File: src/rtl/periph_access_seq_if.sv
// Bundles the MEM-stage request side and the peripheral handshake side of the
// access sequencer; the sequencer takes the slave view, the stage/peripheral models take master.
interface periph_access_seq_if #(
  parameter int DATA_W = 48,
  parameter int CTRL_W = 3
);
  logic              REQ_VALID;
  logic              REQ_SEL;
  logic              REQ_WE;
  logic [CTRL_W-1:0] REQ_CTRL;
  logic [DATA_W-1:0] REQ_ADDR;
  logic [DATA_W-1:0] REQ_WDATA;
  logic              PERIPH_ACK;
  logic [DATA_W-1:0] PERIPH_RDATA;
  logic              PERIPH_REQ;
  logic              PERIPH_WE;
  logic [CTRL_W-1:0] PERIPH_CTRL;
  logic [DATA_W-1:0] PERIPH_ADDR;
  logic [DATA_W-1:0] PERIPH_WDATA;
  logic              STALL;
  logic [DATA_W-1:0] RDATA;
  logic              RDATA_VALID;
  logic              TIMEOUT_ERR;

  modport slave (
    input  REQ_VALID, REQ_SEL, REQ_WE, REQ_CTRL, REQ_ADDR, REQ_WDATA,
    input  PERIPH_ACK, PERIPH_RDATA,
    output PERIPH_REQ, PERIPH_WE, PERIPH_CTRL, PERIPH_ADDR, PERIPH_WDATA,
    output STALL, RDATA, RDATA_VALID, TIMEOUT_ERR
  );

  modport master (
    output REQ_VALID, REQ_SEL, REQ_WE, REQ_CTRL, REQ_ADDR, REQ_WDATA,
    output PERIPH_ACK, PERIPH_RDATA,
    input  PERIPH_REQ, PERIPH_WE, PERIPH_CTRL, PERIPH_ADDR, PERIPH_WDATA,
    input  STALL, RDATA, RDATA_VALID, TIMEOUT_ERR
  );
endinterface

File: src/rtl/periph_access_seq.sv
// MEM-stage access sequencer: RAM accesses pass through, peripheral accesses run a
// REQ/ACK handshake under STALL, with a timeout that returns ERR_VALUE and sets a sticky flag.
module periph_access_seq #(
  parameter int                 DATA_W         = 48,
  parameter int                 CTRL_W         = 3,
  parameter int                 TIMEOUT_CYCLES = 16,
  parameter logic [DATA_W-1:0]  ERR_VALUE      = {DATA_W{1'b1}}
) (
  input  logic                 CLK,
  input  logic                 Reset,
  periph_access_seq_if.slave   bus
);

  localparam int CNT_W = (TIMEOUT_CYCLES > 2) ? $clog2(TIMEOUT_CYCLES) : 1;

  typedef enum logic [1:0] {S_IDLE, S_ISSUE, S_WAIT, S_DONE} state_t;

  state_t              r_state;
  state_t              w_next;
  logic [CNT_W-1:0]    r_cnt;
  logic                r_req;
  logic                r_we;
  logic [CTRL_W-1:0]   r_ctrl;
  logic [DATA_W-1:0]   r_addr;
  logic [DATA_W-1:0]   r_wdata;
  logic [DATA_W-1:0]   r_rdata;
  logic                r_err;
  logic                w_start;
  logic                w_timeout;
  logic                w_stall;

  assign w_start   = bus.REQ_VALID & ~bus.REQ_SEL;
  assign w_timeout = (r_cnt == CNT_W'(TIMEOUT_CYCLES - 1));

  always_comb begin
    w_next  = r_state;
    w_stall = 1'b0;
    case (r_state)
      S_IDLE: begin
        if (w_start) begin
          w_next  = S_ISSUE;
          w_stall = 1'b1;
        end
      end
      S_ISSUE: begin
        w_stall = 1'b1;
        // A lingering ACK from the previous access must clear before a new REQ.
        if (!bus.PERIPH_ACK) w_next = S_WAIT;
      end
      S_WAIT: begin
        w_stall = 1'b1;
        if (bus.PERIPH_ACK || w_timeout) w_next = S_DONE;
      end
      S_DONE: begin
        w_next = S_IDLE;
      end
      default: w_next = S_IDLE;
    endcase
  end

  always_ff @(posedge CLK) begin
    if (Reset) begin
      r_state <= S_IDLE;
      r_cnt   <= '0;
      r_req   <= 1'b0;
      r_we    <= 1'b0;
      r_ctrl  <= '0;
      r_addr  <= '0;
      r_wdata <= '0;
      r_rdata <= '0;
      r_err   <= 1'b0;
    end else begin
      r_state <= w_next;
      case (r_state)
        S_IDLE: begin
          if (w_start) begin
            r_we    <= bus.REQ_WE;
            r_ctrl  <= bus.REQ_CTRL;
            r_addr  <= bus.REQ_ADDR;
            r_wdata <= bus.REQ_WDATA;
          end
        end
        S_ISSUE: begin
          if (!bus.PERIPH_ACK) begin
            r_req <= 1'b1;
            r_cnt <= '0;
          end
        end
        S_WAIT: begin
          // ACK takes priority over a timeout landing in the same cycle.
          if (bus.PERIPH_ACK) begin
            r_rdata <= bus.PERIPH_RDATA;
            r_req   <= 1'b0;
          end else if (w_timeout) begin
            r_rdata <= ERR_VALUE;
            r_err   <= 1'b1;
            r_req   <= 1'b0;
          end else begin
            r_cnt <= r_cnt + CNT_W'(1);
          end
        end
        default: ;
      endcase
    end
  end

  assign bus.PERIPH_REQ   = r_req;
  assign bus.PERIPH_WE    = r_we;
  assign bus.PERIPH_CTRL  = r_ctrl;
  assign bus.PERIPH_ADDR  = r_addr;
  assign bus.PERIPH_WDATA = r_wdata;
  assign bus.STALL        = w_stall & ~Reset;
  assign bus.RDATA        = r_rdata;
  assign bus.RDATA_VALID  = (r_state == S_DONE) & ~Reset;
  assign bus.TIMEOUT_ERR  = r_err;

endmodule
File: src/flat_wrapper.sv
// flat-port wrapper written by rule: the top's interface ports become plain ports
module periph_access_seq_flat 
#(
  parameter int                 DATA_W         = 48,
  parameter int                 CTRL_W         = 3,
  parameter int                 TIMEOUT_CYCLES = 16,
  parameter logic [DATA_W-1:0]  ERR_VALUE      = {DATA_W{1'b1}}
)
  (CLK, Reset, bus_REQ_VALID, bus_REQ_SEL, bus_REQ_WE, bus_REQ_CTRL, bus_REQ_ADDR, bus_REQ_WDATA, bus_PERIPH_ACK, bus_PERIPH_RDATA, bus_PERIPH_REQ, bus_PERIPH_WE, bus_PERIPH_CTRL, bus_PERIPH_ADDR, bus_PERIPH_WDATA, bus_STALL, bus_RDATA, bus_RDATA_VALID, bus_TIMEOUT_ERR);
  periph_access_seq_if #(.DATA_W(DATA_W), .CTRL_W(CTRL_W)) bus_i ();
  input  logic CLK;
  input  logic Reset;
  input wire logic [$bits(bus_i.REQ_VALID)-1:0] bus_REQ_VALID;
  input wire logic [$bits(bus_i.REQ_SEL)-1:0] bus_REQ_SEL;
  input wire logic [$bits(bus_i.REQ_WE)-1:0] bus_REQ_WE;
  input wire logic [$bits(bus_i.REQ_CTRL)-1:0] bus_REQ_CTRL;
  input wire logic [$bits(bus_i.REQ_ADDR)-1:0] bus_REQ_ADDR;
  input wire logic [$bits(bus_i.REQ_WDATA)-1:0] bus_REQ_WDATA;
  input wire logic [$bits(bus_i.PERIPH_ACK)-1:0] bus_PERIPH_ACK;
  input wire logic [$bits(bus_i.PERIPH_RDATA)-1:0] bus_PERIPH_RDATA;
  output wire logic [$bits(bus_i.PERIPH_REQ)-1:0] bus_PERIPH_REQ;
  output wire logic [$bits(bus_i.PERIPH_WE)-1:0] bus_PERIPH_WE;
  output wire logic [$bits(bus_i.PERIPH_CTRL)-1:0] bus_PERIPH_CTRL;
  output wire logic [$bits(bus_i.PERIPH_ADDR)-1:0] bus_PERIPH_ADDR;
  output wire logic [$bits(bus_i.PERIPH_WDATA)-1:0] bus_PERIPH_WDATA;
  output wire logic [$bits(bus_i.STALL)-1:0] bus_STALL;
  output wire logic [$bits(bus_i.RDATA)-1:0] bus_RDATA;
  output wire logic [$bits(bus_i.RDATA_VALID)-1:0] bus_RDATA_VALID;
  output wire logic [$bits(bus_i.TIMEOUT_ERR)-1:0] bus_TIMEOUT_ERR;
  assign bus_i.REQ_VALID = bus_REQ_VALID;
  assign bus_i.REQ_SEL = bus_REQ_SEL;
  assign bus_i.REQ_WE = bus_REQ_WE;
  assign bus_i.REQ_CTRL = bus_REQ_CTRL;
  assign bus_i.REQ_ADDR = bus_REQ_ADDR;
  assign bus_i.REQ_WDATA = bus_REQ_WDATA;
  assign bus_i.PERIPH_ACK = bus_PERIPH_ACK;
  assign bus_i.PERIPH_RDATA = bus_PERIPH_RDATA;
  assign bus_PERIPH_REQ = bus_i.PERIPH_REQ;
  assign bus_PERIPH_WE = bus_i.PERIPH_WE;
  assign bus_PERIPH_CTRL = bus_i.PERIPH_CTRL;
  assign bus_PERIPH_ADDR = bus_i.PERIPH_ADDR;
  assign bus_PERIPH_WDATA = bus_i.PERIPH_WDATA;
  assign bus_STALL = bus_i.STALL;
  assign bus_RDATA = bus_i.RDATA;
  assign bus_RDATA_VALID = bus_i.RDATA_VALID;
  assign bus_TIMEOUT_ERR = bus_i.TIMEOUT_ERR;
  periph_access_seq #(.DATA_W(DATA_W), .CTRL_W(CTRL_W), .TIMEOUT_CYCLES(TIMEOUT_CYCLES), .ERR_VALUE(ERR_VALUE)) u_core (.CLK(CLK), .Reset(Reset), .bus(bus_i));
endmodule
File: config.mk
export PLATFORM = sky130hd
export DESIGN_NAME = periph_access_seq_flat
export DESIGN_NICKNAME = d
export VERILOG_FILES = /design/src/rtl/periph_access_seq_if.sv /design/src/rtl/periph_access_seq.sv /design/src/flat_wrapper.sv
export SDC_FILE = /design/constraint.sdc
export NUM_CORES = 1
export LEC_CHECK = 0
export ABC_AREA = 1
export CORE_AREA = 2 2 120 122
export DETAILED_ROUTE_END_ITERATION = 8
export DIE_AREA = 0 0 122 124
export DONT_BUFFER_PORTS = 1
export GPL_TIMING_DRIVEN = 0
export PLACE_DENSITY_LB_ADDON = 0.25
export SLEW_MARGIN = 20
export SYNTH_ARGS = -nofsm -noshare
export SYNTH_HDL_FRONTEND = slang
export SYNTH_SLANG_ARGS = --single-unit
File: constraint.sdc
create_clock -name CLK -period 1.55 [get_ports CLK]
set_input_delay 0.2325 -clock CLK [delete_from_list [all_inputs] [get_ports CLK]]
set_output_delay 0.2325 -clock CLK [all_outputs]
set_load 0.1 [all_outputs]
==> results_dict.tcl, run 1 <==
set metrics [dict create \
    outcome "finished with violations" \
    violations "hold timing, setup timing" \
    dr.pass1.iters 4 \
    yosys.area.top_type "dfxtp_1" \
    cts_sinks 156 \
    async_reset_ff_share_pct 0 \
    synth_seq_area_share_pct 52.17 \
    grt_max_degree 17 \
    fmax_mhz 432.2 \
    placementRows 43 \
    rsz0062_at_grt "yes" \
    worst_pin_slew_ps 1099 \
    power_density_nw_per_um2 2291 \
    synth_flop_cell "dfxtp_1" \
    nets 972 \
    cts_max_path_buffers 2 \
    synth_area_leaders "dfxtp_1 52%, o21ai_0 10%, a21oi_1 8.9%" \
    ir_drop_uv 1070 \
    antenna_found_initial 3 \
    globalRouteOverflowTotal 0 \
    drive_gt1_share_pct 36.86 \
    clkPwrFrac_pct 23.0 \
    endpoint_kind "output pin" \
    hold_slack_ps -7.581 \
    via_per_inst 5.023 \
    cts_buffers 17 \
    required_ps 1320 \
    coreArea_sq_um 13720 \
    ys_seq_elements 156 \
    vias 5048 \
    final_antenna_net_count 0 \
    grt_pass1_wl_mm 24.25 \
    die_y_microns 124 \
    place_congestion 0.7671 \
    grt_use_total_pct 21.02 \
    cts_tree "done" \
    skew_ps 14.39 \
    leakage_uw 0.003239 \
    drc 0 \
    synth.distinct_cells 23 \
    cp_slowest_stage_delay_ps 910 \
    yosysWarnings 0 \
    path_class "reg -> out" \
    switching_power_uw 8817 \
    path_max_fanout 2 \
    arrival_ps 2080 \
    slew_violations 0 \
    synthCells 761 \
    io_buffers 0 \
    io_pins 305 \
    finalSetupViolCount 2 \
    maxCapViolCount 0 \
    comb_power_share_pct 14.7 \
    yosys.area.top_type_share_pct 52.17 \
    wl_per_cell_microns 16.60 \
    cp_top_family "compound AO/OA/AOI/OAI gates" \
    slew_headroom_pct 26.48 \
    root_buffer "clkbuf_16" \
    hold_viol 4 \
    htreeDepth 4 \
    drtIter0Drc 181 \
    dp_hpwl_mm 12.28 \
    critPathLaunchType "flip-flop" \
    synth_common_cells "156 x dfxtp_1, 137 x inv_1, 120 x o21ai_0" \
    syn2layout_area_growth_pct 25.67 \
    synth_edf_count 0 \
    period_needed_ps 2314 \
    die_w_microns 122 \
    total_power_uw 17230 \
    syn_avg_cell_area_sq_um 7.866 \
    clkTransAtPathRegs_ps 60 \
    min_period_over_period_pct 149.3 \
    start_util_pct 43.63 \
    path_cells "inv_4 > ha_4 > nand3_4 > buf_8 > a211oi_4" \
    power_frac_seq_pct 62.3 \
    hp-class "in -> reg" \
    wl_mm 16.68 \
    critPathBufInv 2 \
    p_int_uw 8412 \
    setup_ws_ps -764.0 \
    grt_pass1_vias 4948 \
    synth_nets 921 \
    switching_share_pct 51.17 \
    die-area_sq_um 15130 \
    crit_slowest_cell "a211oi_4" \
    worst_skew_pair.late_latency_ps 420 \
    syn-cell-area_sq_um 5986 \
    synth_most_common_cell "dfxtp_1" \
]
sequential cells by signal (all words and copies together), names as in the netlist:
name and flops:
u_core.r_cnt 4, u_core.bus.PERIPH_CTRL 3, u_core.bus.TIMEOUT_ERR 1, u_core.bus.PERIPH_ADDR 48, u_core.bus.RDATA 48, u_core.bus.PERIPH_WDATA 48
u_core.bus.PERIPH_REQ 1, u_core.r_state 2, u_core.bus.PERIPH_WE 1
logic make-up after synthesis:
logic type	Yosys count	synth area share, %
flip-flops	156	52.17
adder cells (fa/ha/maj)	7	1.463
buffers and inverters	208	14.53
AND/OR/NAND/NOR	131	8.800
AO/OA/AOI/OAI	259	23.04
worst paths after layout:
check                    startpoint                         end  slack, ps  cells after the start
setup / recovery  u_core.r_state[1]                   bus_STALL       -760                      5
hold / removal     bus_REQ_ADDR[30]  u_core.bus.PERIPH_ADDR[30]         -8                      2
setup reg to reg  u_core.r_state[0]        u_core.bus.RDATA[31]         70                     10
hold reg to reg     u_core.r_cnt[0]             u_core.r_cnt[0]        470                      1
routing by layer:
layer / share of wire [%] / track usage, % / vias to the layer above
met5: 0 / 0 / -
met1: 35 / 20.00 / 2304
met3: 11 / 10.12 / 26
li1: - / - / 2498
met4: 1.7 / 8.118 / 0
met2: 52 / 38.97 / 220
worst reg2reg max path, stage by stage (launching register included):
cell     delay, ps
dfxtp_4        360
inv_4           40
buf_4          140
ha_4           200
nand2_8        110
buf_8          130
buf_6          150
nor2_2          50
nor2_2         120
o21ai_4         70
inv_2           60
power by group through the flow:
stage / registers (uW) / clock network [uW] / logic, uW
4_1_cts: 10700 / 4020 / 2320
5_1_grt: 10800 / 4180 / 2870
3_3_place_gp: 10600 / 0 / 2020
6_report: 10700 / 3960 / 2540
3_5_place_dp: 10600 / 0 / 2110
2_1_floorplan: 10400 / 0 / 1720
metrics by stage:
step | cell area [sq um] | utilization (%) | setup TNS [ps] | std cells | setup WS, ps
after CTS | 7308 | 53.27 | -1092 | 996 | -805.6
after global routing | 7515 | 54.77 | -1245 | 1002 | -834.6
after detailed placement | 6256 | 45.60 | -6305 | 941 | -466.9
final | 7522 | 54.83 | -1026 | 1005 | -764.0
after floorplan | 6031 | - | -348.6 | 761 | -348.6
after global placement | 6256 | 45.60 | -2940 | 941 | -448.4
layout by cell type (no fill, tap or decap), types with 2 or more instances in the layout:
cell type,Yosys,layout
inv_1,137,134
buf_4,2,15
o21ai_1,10,61
clkbuf_4,0,11
buf_2,15,14
clkbuf_16,0,18
a21oi_1,106,106
nor2_4,0,2
o21ai_0,120,64
inv_4,0,3
inv_2,22,22
nand3_1,6,6
nand2_1,15,13
buf_6,4,4
ha_4,0,2
nor2_2,1,9
diode_2,0,3
buf_12,2,2
clkbuf_1,24,8
clkbuf_8,0,2
dfxtp_4,0,2
buf_1,2,2
buf_8,0,3
clkinv_2,0,4
dfxtp_1,156,2
clkinvlp_4,0,2
o21ai_2,21,24
nand4_1,4,4
bufinv_16,0,2
nor2_1,102,92
dlygate4sd3_1,0,22
dfxtp_2,0,152
ha_1,7,4
o21ai_4,0,2
area by class of cell:
class                           instances  area [sq um]
Antenna cell                            3         7.507
Buffer                                 49         361.6
Clock buffer                           21         460.4
Clock inverter                          8         95.09
Fill cell                            1238          6197
Inverter                              159         604.3
Multi-Input combinational cell        397          2133
Sequential cell                       156          3321
Tap cell                              180         225.2
Timing Repair Buffer                   32         314.1
timing repair:
| action | in CTS | in global routing |
|---|---|---|
| gates cloned | 1 | 1 |
| endpoints found under the hold margin | 19 | 3 |
| gates resized for setup | 181 | 122 |
| setup buffers | 6 | 2 |
| pin swaps | 4 | 8 |
| hold buffers | 19 | 3 |
| setup endpoints to repair | 272 | 131 |
(Power assumes the default switching activity.)
==> run 2: changes to the inputs <==
--- a/config.mk
+++ b/config.mk
@@ -7,6 +7,7 @@
 export LEC_CHECK = 0
 export ABC_AREA = 1
 export CORE_AREA = 2 2 120 122
+export CTS_BUF_LIST = sky130_fd_sc_hd__clkbuf_8
 export DETAILED_ROUTE_END_ITERATION = 8
 export DIE_AREA = 0 0 122 124
 export DONT_BUFFER_PORTS = 1
==> constraint.sdc (replaced) <==
create_clock -name CLK -period 2 [get_ports CLK]
set_input_delay 0.3 -clock CLK [delete_from_list [all_inputs] [get_ports CLK]]
set_output_delay 0.3 -clock CLK [all_outputs]
set_load 0.1 [all_outputs]
==> run 2 against run 1 <==
Compared with the run above:
- the run ends with setup timing left
- sequential share of layout area is 2.6 points higher
- final cell count is 2.6% lower
- largest power group unchanged
- clock skew is 7.1 ps lower
- highest routed layer unchanged
==> results_dict.tcl, run 2 (synthesized netlist as in run 1, its figures left out) <==
set metrics [dict create \
    ir_drop_uv 958.3 \
    power_density_nw_per_um2 1818 \
    die_y_microns 124 \
    wl_mm 15.55 \
    hold_viol 0 \
    grt_pass1_vias 4609 \
    hp-class "in -> reg" \
    required_ps 1700 \
    wl_per_cell_microns 15.88 \
    leakage_uw 0.002917 \
    cts_max_path_buffers 2 \
    final_util_pct 48.81 \
    antennaDiodeCount 0 \
    outcome "finished with violations" \
    seqCellArea_sq_um 3131 \
    dp_hpwl_mm 11.87 \
    final_common_cell "dfxtp_1" \
    grt_use_total_pct 19.59 \
    slew_violations 0 \
    place_congestion 0.7935 \
    p_int_uw 5500 \
    finalSetupViolCount 1 \
    place_area_sq_um 6226 \
    htreeDepth 4 \
    cts_buffers 17 \
    antenna_found_initial 0 \
    violations "setup timing" \
    endpoint_kind "output pin" \
    start_util_pct 43.63 \
    min_period_over_period_pct 118.6 \
    cts_sinks 156 \
    comb_power_share_pct 14.4 \
    coreArea_sq_um 13720 \
    rrSetupSlack_ps 290 \
    fillCellCount 1336 \
    slew_headroom_pct 26.25 \
    final_antenna_net_count 0 \
    switching_power_uw 6673 \
    vias 4843 \
    cts_tree "done" \
    maxCapViolCount 0 \
    die-area_sq_um 15130 \
    rsz0062_at_grt "yes" \
    path_class "reg -> out" \
    syn2layout_area_growth_pct 11.87 \
    clkPwrFrac_pct 18.6 \
    drive_gt1_share_pct 14.27 \
    dpl.cell_count 941 \
    root_buffer "clkbuf_8" \
    via_per_inst 4.947 \
    drc 0 \
    placementRows 43 \
    place_ws_ps -295.7 \
    globalRouteOverflowTotal 0 \
    io_pins 305 \
    final_cell_mix "154 x dfxtp_1, 137 x inv_1, 120 x o21ai_0" \
    dr.pass1.iters 4 \
    power_frac_seq_pct 67.0 \
    die_w_microns 122 \
    worst_skew_pair.late_latency_ps 450 \
    grt_max_degree 17 \
    grt_pass1_wl_mm 22.61 \
    switching_share_pct 54.82 \
    clkTransAtPathRegs_ps 80 \
    arrival_ps 2070 \
    worst_pin_slew_ps 1103 \
    nets 947 \
    fmax_mhz 421.7 \
    period_needed_ps 2371 \
    critPathLaunchType "flip-flop" \
    io_buffers 0 \
    multiInputGateArea_sq_um 2033 \
    stdcell_area_sq_um 6696 \
    fin_cells 979 \
    skew_ps 7.268 \
    setup_ws_ps -371.3 \
    drtIter0Drc 161 \
    path_max_fanout 2 \
]
-- run 2: critical path, cell delays in order, from the launching register on --
cell,delay (ps)
dfxtp_4,360
inv_4,40
ha_4,260
inv_2,40
a211oi_4,910
-- run 2: what timing repair did --
action | 4_1_cts | 5_1_grt
setup buffers | 6 | 2
endpoints found under the setup margin | 2 | 2
pin swaps | 3 | 2
hold buffers | 0 | 0
gates resized for setup | 15 | 1
-- run 2: per-stage QoR --
step	hold WS (ps)	setup TNS [ps]	power (uW)
4_1_cts	8.069	-468.0	12210
3_5_place_dp	483.6	-355.6	9806
6_report	29.00	-371.3	12170
3_3_place_gp	481.1	-303.9	9734
2_1_floorplan	459.6	-103.0	9341
5_1_grt	21.76	-434.8	12690
-- run 2: worst paths after layout --
path | to | cells after the start | startpoint
worst min-delay path | u_core.bus.PERIPH_WDATA[38] | 2 | bus_REQ_WDATA[38]
worst max register to register | u_core.bus.PERIPH_WDATA[35] | 7 | u_core.r_state[0]
worst max-delay path | bus_STALL | 4 | u_core.r_state[1]
worst min register to register | u_core.r_cnt[0] | 1 | u_core.r_cnt[0]
-- run 2: area by class of cell --
cell class,instances,share of cell area (%)
Sequential cell,156,46.75
Clock inverter,13,1.925
Inverter,159,8.987
Buffer,48,4.017
Tap cell,180,3.363
Clock buffer,18,3.700
Timing Repair Buffer,8,0.8969
Multi-Input combinational cell,397,30.36
-- run 2: metal layers --
layer  vias up  track usage [%]  part of all wire, %  routed length [microns]
li1       2436                -                    -                        -
met1      2167            19.07                   36                     5522
met2       217            35.89                   52                     8021
met3        23            8.837                   11                     1693
met4         0            8.261                  2.0                      313
met5         -                0                    0                        0
-- run 2: power groups by stage --
stage | registers, uW | clock network, uW | logic [uW]
2_1_floorplan | 8040 | 0 | 1300
3_3_place_gp | 8210 | 0 | 1520
3_5_place_dp | 8210 | 0 | 1590
4_1_cts | 8160 | 2320 | 1720
5_1_grt | 8220 | 2460 | 2010
6_report | 8150 | 2260 | 1760
